<file path="src/rtl/nanorv32_tcm_loader_arb_pkg.sv">
// Shared definitions for the code-TCM loader/arbiter: FSM encodings and data-path widths.
package nanorv32_tcm_loader_arb_pkg;

  typedef enum logic [1:0] {
    LDARB_RUN   = 2'd0,
    LDARB_LOAD  = 2'd1,
    LDARB_WRITE = 2'd2,
    LDARB_HOLD  = 2'd3
  } ldarb_state_e;

  localparam int NANORV32_DATA_MSB = 31;
  localparam int HOLD_CNT_W        = 4;

endpackage

</file>
<file path="src/rtl/nanorv32_tcm_loader_arb_byte_packer.sv">
// Packs loader bytes little-endian into 32-bit words; a short final word comes out zero-filled.
module nanorv32_tcm_loader_arb_byte_packer
  import nanorv32_tcm_loader_arb_pkg::*;
(
  input  logic                       clk,
  input  logic                       rst_n,
  input  logic                       clr,
  input  logic                       accept,
  input  logic [7:0]                 byte_in,
  input  logic                       last,
  output logic                       word_rdy,
  output logic [NANORV32_DATA_MSB:0] word
);

  logic [1:0]                 idx;
  logic [NANORV32_DATA_MSB:0] acc;
  logic [NANORV32_DATA_MSB:0] merged;

  // acc is cleared at each word start, so unfilled upper lanes are already zero
  always_comb begin
    merged = acc;
    merged[{idx, 3'b000} +: 8] = byte_in;
  end

  assign word_rdy = accept & ((idx == 2'd3) | last);

  always_ff @(posedge clk) begin
    if (!rst_n) begin
      idx  <= 2'd0;
      acc  <= '0;
      word <= '0;
    end else if (clr) begin
      idx <= 2'd0;
      acc <= '0;
    end else if (accept) begin
      if (word_rdy) begin
        word <= merged;
        acc  <= '0;
        idx  <= 2'd0;
      end else begin
        acc <= merged;
        idx <= idx + 2'd1;
      end
    end
  end

endmodule

</file>
<file path="src/rtl/nanorv32_tcm_loader_arb.sv">
// Code-TCM owner shared between the CPU bus and a byte-stream program loader.
// Optional running checksum of written words: define NANORV32_LOADER_CHECKSUM_EN.
//
// state       | meaning
// LDARB_RUN   | CPU out of reset, owns the TCM
// LDARB_LOAD  | CPU held, accepting loader bytes
// LDARB_WRITE | one-cycle write of the packed word at ptr
// LDARB_HOLD  | image done, CPU reset held RST_HOLD cycles
module nanorv32_tcm_loader_arb
  import nanorv32_tcm_loader_arb_pkg::*;
#(
  parameter int ADDR_W    = 16,
  parameter int MEM_WORDS = 1 << (ADDR_W - 2),
  parameter bit BOOT_LOAD = 1'b1,
  parameter int RST_HOLD  = 4
) (
  input  logic              clk,
  input  logic              rst_n,
  input  logic              ld_start,
  input  logic              ld_valid,
  input  logic [7:0]        ld_data,
  input  logic              ld_last,
  output logic              ld_ready,
  output logic              ld_done,
  output logic              ld_ovf,
  output logic [31:0]       ld_csum,
  output logic              cpu_rst_n,
  input  logic              cpu_req,
  input  logic [ADDR_W-1:0] cpu_addr,
  input  logic [3:0]        cpu_we,
  input  logic [31:0]       cpu_wdata,
  output logic              cpu_gnt,
  output logic [31:0]       cpu_rdata,
  output logic              mem_en,
  output logic [3:0]        mem_we,
  output logic [ADDR_W-3:0] mem_addr,
  output logic [31:0]       mem_wdata,
  input  logic [31:0]       mem_rdata
);

  // one extra pointer bit so ptr can sit at MEM_WORDS once the TCM is full
  localparam int                PTR_W   = ADDR_W - 1;
  localparam logic [PTR_W-1:0]  PTR_MAX = PTR_W'(MEM_WORDS);

  ldarb_state_e          state_q, state_d;
  logic [PTR_W-1:0]      ptr_q;
  logic [HOLD_CNT_W-1:0] hold_q;
  logic                  last_q, done_q, ovf_q;
  logic                  accept, word_rdy, wr_ovf, wr_commit;
  logic [31:0]           word;
  logic                  unused_addr_lsb;

  assign unused_addr_lsb = &{1'b0, cpu_addr[1:0]};

  assign accept    = (state_q == LDARB_LOAD) & ld_valid & ~ld_start;
  assign wr_ovf    = (ptr_q == PTR_MAX);
  assign wr_commit = (state_q == LDARB_WRITE) & ~wr_ovf;

  nanorv32_tcm_loader_arb_byte_packer u_packer (
    .clk      (clk),
    .rst_n    (rst_n),
    .clr      (ld_start),
    .accept   (accept),
    .byte_in  (ld_data),
    .last     (ld_last),
    .word_rdy (word_rdy),
    .word     (word)
  );

  always_ff @(posedge clk) begin
    if (!rst_n) begin
      state_q <= BOOT_LOAD ? LDARB_LOAD : LDARB_RUN;
      ptr_q   <= '0;
      hold_q  <= '0;
      last_q  <= 1'b0;
      done_q  <= 1'b0;
      ovf_q   <= 1'b0;
    end else begin
      state_q <= state_d;
      if (word_rdy) last_q <= ld_last;
      if (state_q == LDARB_WRITE) hold_q <= HOLD_CNT_W'(RST_HOLD - 1);
      else if (state_q == LDARB_HOLD) hold_q <= hold_q - 1'b1;
      if (ld_start) begin
        ptr_q  <= '0;
        done_q <= 1'b0;
        ovf_q  <= 1'b0;
      end else begin
        if (wr_commit) ptr_q <= ptr_q + PTR_W'(1);
        if ((state_q == LDARB_WRITE) && wr_ovf) ovf_q <= 1'b1;
        if ((state_q == LDARB_HOLD) && (state_d == LDARB_RUN)) done_q <= 1'b1;
      end
    end
  end

  always_comb begin
    state_d   = state_q;
    ld_ready  = 1'b0;
    cpu_rst_n = 1'b0;
    cpu_gnt   = 1'b0;
    mem_en    = 1'b0;
    mem_we    = 4'h0;
    mem_addr  = ptr_q[ADDR_W-3:0];
    mem_wdata = word;
    case (state_q)
      LDARB_RUN: begin
        cpu_rst_n = 1'b1;
        cpu_gnt   = cpu_req;
        mem_en    = cpu_req;
        mem_we    = cpu_req ? cpu_we : 4'h0;
        mem_addr  = cpu_addr[ADDR_W-1:2];
        mem_wdata = cpu_wdata;
      end
      LDARB_LOAD: begin
        ld_ready = ~ld_start;
        if (word_rdy) state_d = LDARB_WRITE;
      end
      LDARB_WRITE: begin
        mem_en  = ~wr_ovf;
        mem_we  = 4'hF;
        state_d = last_q ? LDARB_HOLD : LDARB_LOAD;
      end
      LDARB_HOLD: begin
        if (hold_q == '0) state_d = LDARB_RUN;
      end
      default: state_d = LDARB_LOAD;
    endcase
    if (ld_start) state_d = LDARB_LOAD;
    // no TCM access or grant while the block itself is being reset
    if (!rst_n) begin
      cpu_gnt = 1'b0;
      mem_en  = 1'b0;
      mem_we  = 4'h0;
    end
  end

  assign cpu_rdata = mem_rdata;
  assign ld_done   = done_q;
  assign ld_ovf    = ovf_q;

`ifdef NANORV32_LOADER_CHECKSUM_EN
  logic [31:0] csum_q;
  always_ff @(posedge clk) begin
    if (!rst_n)         csum_q <= '0;
    else if (ld_start)  csum_q <= '0;
    else if (wr_commit) csum_q <= csum_q + word;
  end
  assign ld_csum = csum_q;
`else
  assign ld_csum = 32'h0;
`endif

endmodule
</file>
<file path="config.mk">
export PLATFORM = sky130hd
export DESIGN_NAME = nanorv32_tcm_loader_arb
export DESIGN_NICKNAME = d
export VERILOG_FILES = /design/src/rtl/nanorv32_tcm_loader_arb_pkg.sv /design/src/rtl/nanorv32_tcm_loader_arb_byte_packer.sv /design/src/rtl/nanorv32_tcm_loader_arb.sv
export SDC_FILE = /design/constraint.sdc
export NUM_CORES = 1
export LEC_CHECK = 0
export ABC_AREA = 1
export BUFFER_PORTS_ARGS = -buffer_cell sky130_fd_sc_hd__buf_2
export CAP_MARGIN = 20
export CELL_PAD_IN_SITES_DETAIL_PLACEMENT = 0
export CELL_PAD_IN_SITES_GLOBAL_PLACEMENT = 1
export CORE_ASPECT_RATIO = 0.7
export CORE_UTILIZATION = 30
export DETAILED_ROUTE_END_ITERATION = 10
export PLACE_DENSITY_LB_ADDON = 0.12
export SYNTH_ARGS = -nofsm -noshare
export SYNTH_HDL_FRONTEND = slang
export SYNTH_SLANG_ARGS = --single-unit
</file>
<file path="constraint.sdc">
create_clock -name clk -period 1.5 [get_ports clk]
set_clock_uncertainty 0.1 [all_clocks]
set_input_delay 0.3 -clock clk [delete_from_list [all_inputs] [get_ports clk]]
set_output_delay 0.3 -clock clk [all_outputs]
set_load 0.01 [all_outputs]
</file>
======== After elaboration in Yosys (flattened, before gate mapping) ========
Index checks and enable logic that the tools add are counted.
word-level totals
  bits in registers ....................... 90
  bits of input ports ..................... 98
  output and inout port bits .............. 120
  word-level logic and storage cells ...... 59
cells by class
  add/subtract/negate cells ............... 4
  equal/unequal tests ..................... 5
  shift-type cells ........................ 2
  mux-type cells .......................... 21
  bitwise logic cells ..................... 8
  reductions and logical operators ........ 9
operator list
  operator                count
  $mux 32                 2
  $bwmux 32               1
  $shift 8x7->32 const A  1
  $shiftx 8x7->32         1
  $add 15x1->15 const B   1
  $eq 15x15->1 const B    1
  $mux 14                 1
  $mux 2                  7
  $mux 4                  2
  $pmux 4 s2              1
  $neg 5->7               1
  $eq 2x2->1 const B      3
  $pmux 2 s3              1
  $mux 1                  5
  $and 1x1->1             4
  $logic_not 2->1         2
  $logic_not 4->1         1
  $reduce_or 2->1         2
  $sub 4x1->4 const B     1
  $not 1->1               3
  $reduce_and 3->1        1
  $add 2x1->2 const B     1
  $eq 2x1->1 const B      1
  $logic_and 1x1->1       2
  other kinds (3)         3

======== Longest topological paths before layout ========
  word-level depth ........................ 9
  gate-level depth with buffers ........... 10
  gate-level depth less buffers ........... 9

======== Modules after synthesis ========
A second synthesis with hierarchy kept.
unflattened totals
  cells, all modules ...................... 852
  area total of the unflattened synthesis .. 5,466.5 µm²
modules (own cells, without submodules)
  module                               instances  cells an instance  area each (µm²)  sequential area each (µm²)
  nanorv32_tcm_loader_arb_byte_packer  1          424                2,941.6          1,321.3
  nanorv32_tcm_loader_arb              1          428                2,524.9          480.5

======== Worst setup path after synthesis ========
No wires, ideal clock.
  path kind ............................... register to output
  start point ............................. register ptr_q[0]
  end point ............................... output port mem_en
  arrival time ............................ 1.318 ns
  data required time ...................... 1.100 ns
  setup slack ............................. -0.218 ns
  stages on the path, launching flop included .. 9
  buffers on the path ..................... 1
  path through ............................ dfxtp_1 inv_1 ha_1 nand3_1 nor2_1 nand2_2 nand2_4 buf_6 a21oi_1
between the ends
  cells in the longest elaborated chain, start to end .. 4
RTL lines
  what                    line                            text
  start, declared         nanorv32_tcm_loader_arb.sv:46   logic [PTR_W-1:0] ptr_q;
  start signal, assigned  nanorv32_tcm_loader_arb.sv:88   if (wr_commit) ptr_q <= ptr_q + PTR_W'(1);
  $eq 15x15->1            nanorv32_tcm_loader_arb.sv:56   assign wr_ovf = (ptr_q == PTR_MAX);
  $not 1->1               nanorv32_tcm_loader_arb.sv:118  mem_en = ~wr_ovf;
  $pmux 1 s2              nanorv32_tcm_loader_arb.sv:104  case (state_q)
  $mux 1                  nanorv32_tcm_loader_arb.sv:129  if (!rst_n) begin
  end, declared           nanorv32_tcm_loader_arb.sv:34   output logic mem_en,
No other way between the ends.

======== Worst setup path in the final report ========
  start point ............................. register state_q[1]
  end point ............................... output port mem_wdata[14]
between the ends
  cells in the longest elaborated chain, start to end .. 2
RTL lines
  what                    line                            text
  start, declared         nanorv32_tcm_loader_arb.sv:45   ldarb_state_e state_q, state_d;
  start signal, assigned  nanorv32_tcm_loader_arb.sv:72   state_q <= BOOT_LOAD ? LDARB_LOAD : LDARB_RUN;
  start signal, assigned  nanorv32_tcm_loader_arb.sv:79   state_q <= state_d;
  $logic_not 2->1         nanorv32_tcm_loader_arb.sv:104
  $mux 32                 nanorv32_tcm_loader_arb.sv:104
  end, declared           nanorv32_tcm_loader_arb.sv:37   output logic [31:0] mem_wdata,
No other way between the ends.

==> run_results.csv <==
group,metric,value,unit
yosys,ys_seq_area_share,33.7,%
sta,rsz0062_at_grt,"true",
run,cap_violations,0,
clocking,cts_buffers,9,
outcome,violations,"negative setup slack",
detailed_routing,wl,17900,um
layout,fillerInstances,1754,
detailed_routing,drc,0,
detailed_routing,route.vias.total,5660,
layout,diodes,0,
yosys,netlist_area,0.00535,sq mm
pwr,switching_share,25.8,%
sta,hold_violations,0,
sta,whs,131,ps
worst_setup_path,cp.arrival,1430,ps
sta,post-route-period-util,122,%
pwr,power.density,755,mW/mm^2
global_route,first_global_vias,5143,
global_route,grt_remaining_overflow,0,
clocking,clkSlewWorstSetupHoldPaths,70,ps
pwr,p_total,6.08,mW
detailed_routing,drt-pass1-iter-count,5,
layout,instances_no_fill,1229,
place,dp_cells,1184,
clocking,ctsRootBufferMaster,"clkbuf_16",
detailed_routing,ant_nets,0,
floorplanning,die_area,0.0184,sq mm
sta,setup_slack,-334,ps
layout,mostFrequentLayoutCells,"nand2_1 (225), buf_2 (113), dfxtp_1 (84), nor2_1 (67), buf_4 (63)",
pwr,switching_power,1.57,mW
sta,fin_crit,1830,ps
floorplanning,die_width,162,um
pwr,power.static_leakage,3.49,nW
yosys,ys_ff_latch,90,
layout,mostFrequentLayoutCell,"nand2_1",
layout,area_growth,50.8,%
clocking,h-tree-depth,3,
place,gp_congestion,0.877,
global_route,gr-usage-all-layers,19.5,%
layout,fin_util,46.6,%
worst_setup_path,cp-end-kind,"primary output",
global_route,antenna_found_initial,0,
sta,drv_slew,0,
sta,fmax,545,MHz
pwr,seq_power_share,40.7,%
pwr,power.internal,4.52,mW
global_route,grt_pass1_wl,27500,um
yosys,synth_cell_types,29,
clocking,holdBufCountCts,0,
yosys,syn_avg_cell_area,6.46,sq um
detailed_routing,avgViaCountPerCell,4.61,
pwr,clockPowerShare,43.4,%
worst_setup_path,worstSetupPathType,"register to primary output",
floorplanning,die_h,114,um
layout,nets,1099,
floorplanning,core_area,0.0173,sq mm
pwr,ir_worst_vdd,556,uV
yosys,synthCells,827,
clocking,cts_max_path_buffers,2,
place,dp.final_hpwl,11900,um
worst_setup_path,start_kind,"register",
yosys,async_reset_ff_share,0,%
floorplanning,core.rowCount,40,
layout,drive_gt1_share,41.1,%
pwr,pwr-share-comb,15.9,%
floorplanning,num_io_pins,218,
worst_setup_path,cp.required,1100,ps
global_route,grt_max_degree,34,
clocking,clkSinkCount,90,
min_path,min_path_type,"input pin to register",
clocking,clkLatencyLatePin,350,ps
outcome,status,"complete, but fails checks",
worst_setup_path,cp_max_fo,5,
yosys,yosysWarningCount,0,
yosys,synth_edf_count,0,
floorplanning,initial_core_util,30.9,%
detailed_routing,wl_per_cell,14.6,um
yosys,ys.flop_type,"dfxtp_1",
clocking,cts_tree,"done",
detailed_routing,drt_iter0_drc,351,
sta,setup_violations,133,
place,portBuffers,119,
## metrics by stage
| stage | worst slack [ps] | TNS (ps) | area [sq um] |
|---|---|---|---|
| floorplan | -52.8 | -484 | 5520 |
| global placement | -159 | -5500 | 6400 |
| detailed placement | -194 | -7820 | 6400 |
| CTS | -381 | -29000 | 7690 |
| global route | -400 | -41410 | 8060 |
| finish | -334 | -31280 | 8060 |
## registers in the layout (all words and copies together) (netlist names)
register / count
state_q: 2
hold_q: 4
ptr_q: 15
u_packer.word: 32
ld_done: 1
u_packer.idx: 2
u_packer.acc: 32
last_q: 1
ld_ovf: 1
## worst max-delay path, cell delays in order (launching register included)
cell and delay (ps):
dfxtp_4 350, nor2_4 110, buf_12 150, buf_12 130, buf_12 120, nand2_2 50, nand2_2 60, buf_6 100
## layout make-up
type	count	area (sq um)	area share (%)
repair buffers	226	1960	24.3
clock buffers	10	229	2.84
clock inverters	6	114	1.41
repair inverters	1	7.51	0.0931
inverters	70	305	3.79
multi-input cells	595	3350	41.5
well taps	231	289	3.59
flip-flops and latches	90	1810	22.5
## per-layer routing
metal,up-vias,track usage (%),part of all wire (%)
li1,2855,-,-
met4,0,5.91,1.5
met3,25,4.22,5.0
met1,2626,28.5,52
met2,154,28.4,42
met5,-,0,0
## Yosys cell counts, drive strengths merged, types with 6 or more instances
| library cell | count | area, sq um |
|---|---|---|
| ha | 8 | 100 |
| nand3 | 25 | 125 |
| nand4 | 8 | 50.1 |
| inv | 69 | 267 |
| xor2 | 6 | 52.6 |
| o22ai | 24 | 150 |
| a21oi | 56 | 280 |
| clkbuf | 16 | 60.1 |
| buf | 87 | 646 |
| dfxtp | 90 | 1800 |
| nor2 | 99 | 409 |
| nand2 | 274 | 1070 |
| o21ai | 59 | 295 |
## power by group through the flow
| stage | clock network, mW | registers (mW) | logic [mW] |
|---|---|---|---|
| after global placement | 0 | 2.52 | 0.675 |
| after floorplan | 0 | 2.52 | 0.525 |
| final | 2.64 | 2.47 | 0.968 |
| after global routing | 2.82 | 2.48 | 1.05 |
| after detailed placement | 0 | 2.52 | 0.683 |
| after CTS | 2.73 | 2.47 | 0.895 |
## cells by family (layout without fill, tap and decap cells)
| kind of cell | after synthesis | after routing | share of synthesized area, % |
|---|---|---|---|
| AND/OR/NAND/NOR | 407 | 407 | 31.1 |
| buffers and inverters | 173 | 313 | 18.3 |
| AO/OA/AOI/OAI | 142 | 142 | 14.0 |
| flip-flops | 90 | 90 | 33.7 |
| adder cells (fa/ha/maj) | 8 | 8 | 1.87 |
| XOR/XNOR | 6 | 6 | 0.983 |
| other | 1 | 32 | 0.0702 |
## timing repair
action	4_1_cts	5_1_grt
setup buffers	18	6
pin swaps	19	44
cloned	11	3
resized for setup	152	112
setup endpoints to repair	138	138
## final timing paths
path                                                 endpoint                   start  cells after the start  slack [ps]
worst max-delay path                            mem_wdata[14]   state_q[1]$_SDFF_PN0_                      7        -330
worst min-delay path                      last_q$_SDFFE_PN0P_                 ld_last                      3         130
worst max register to register  u_packer.acc[19]$_SDFFE_PP0P_   state_q[1]$_SDFF_PN0_                     12        -320
worst min register to register         hold_q[0]$_SDFFE_PN0P_  hold_q[0]$_SDFFE_PN0P_                      1         360
Note: power is estimated with default switching activity, not from simulation.
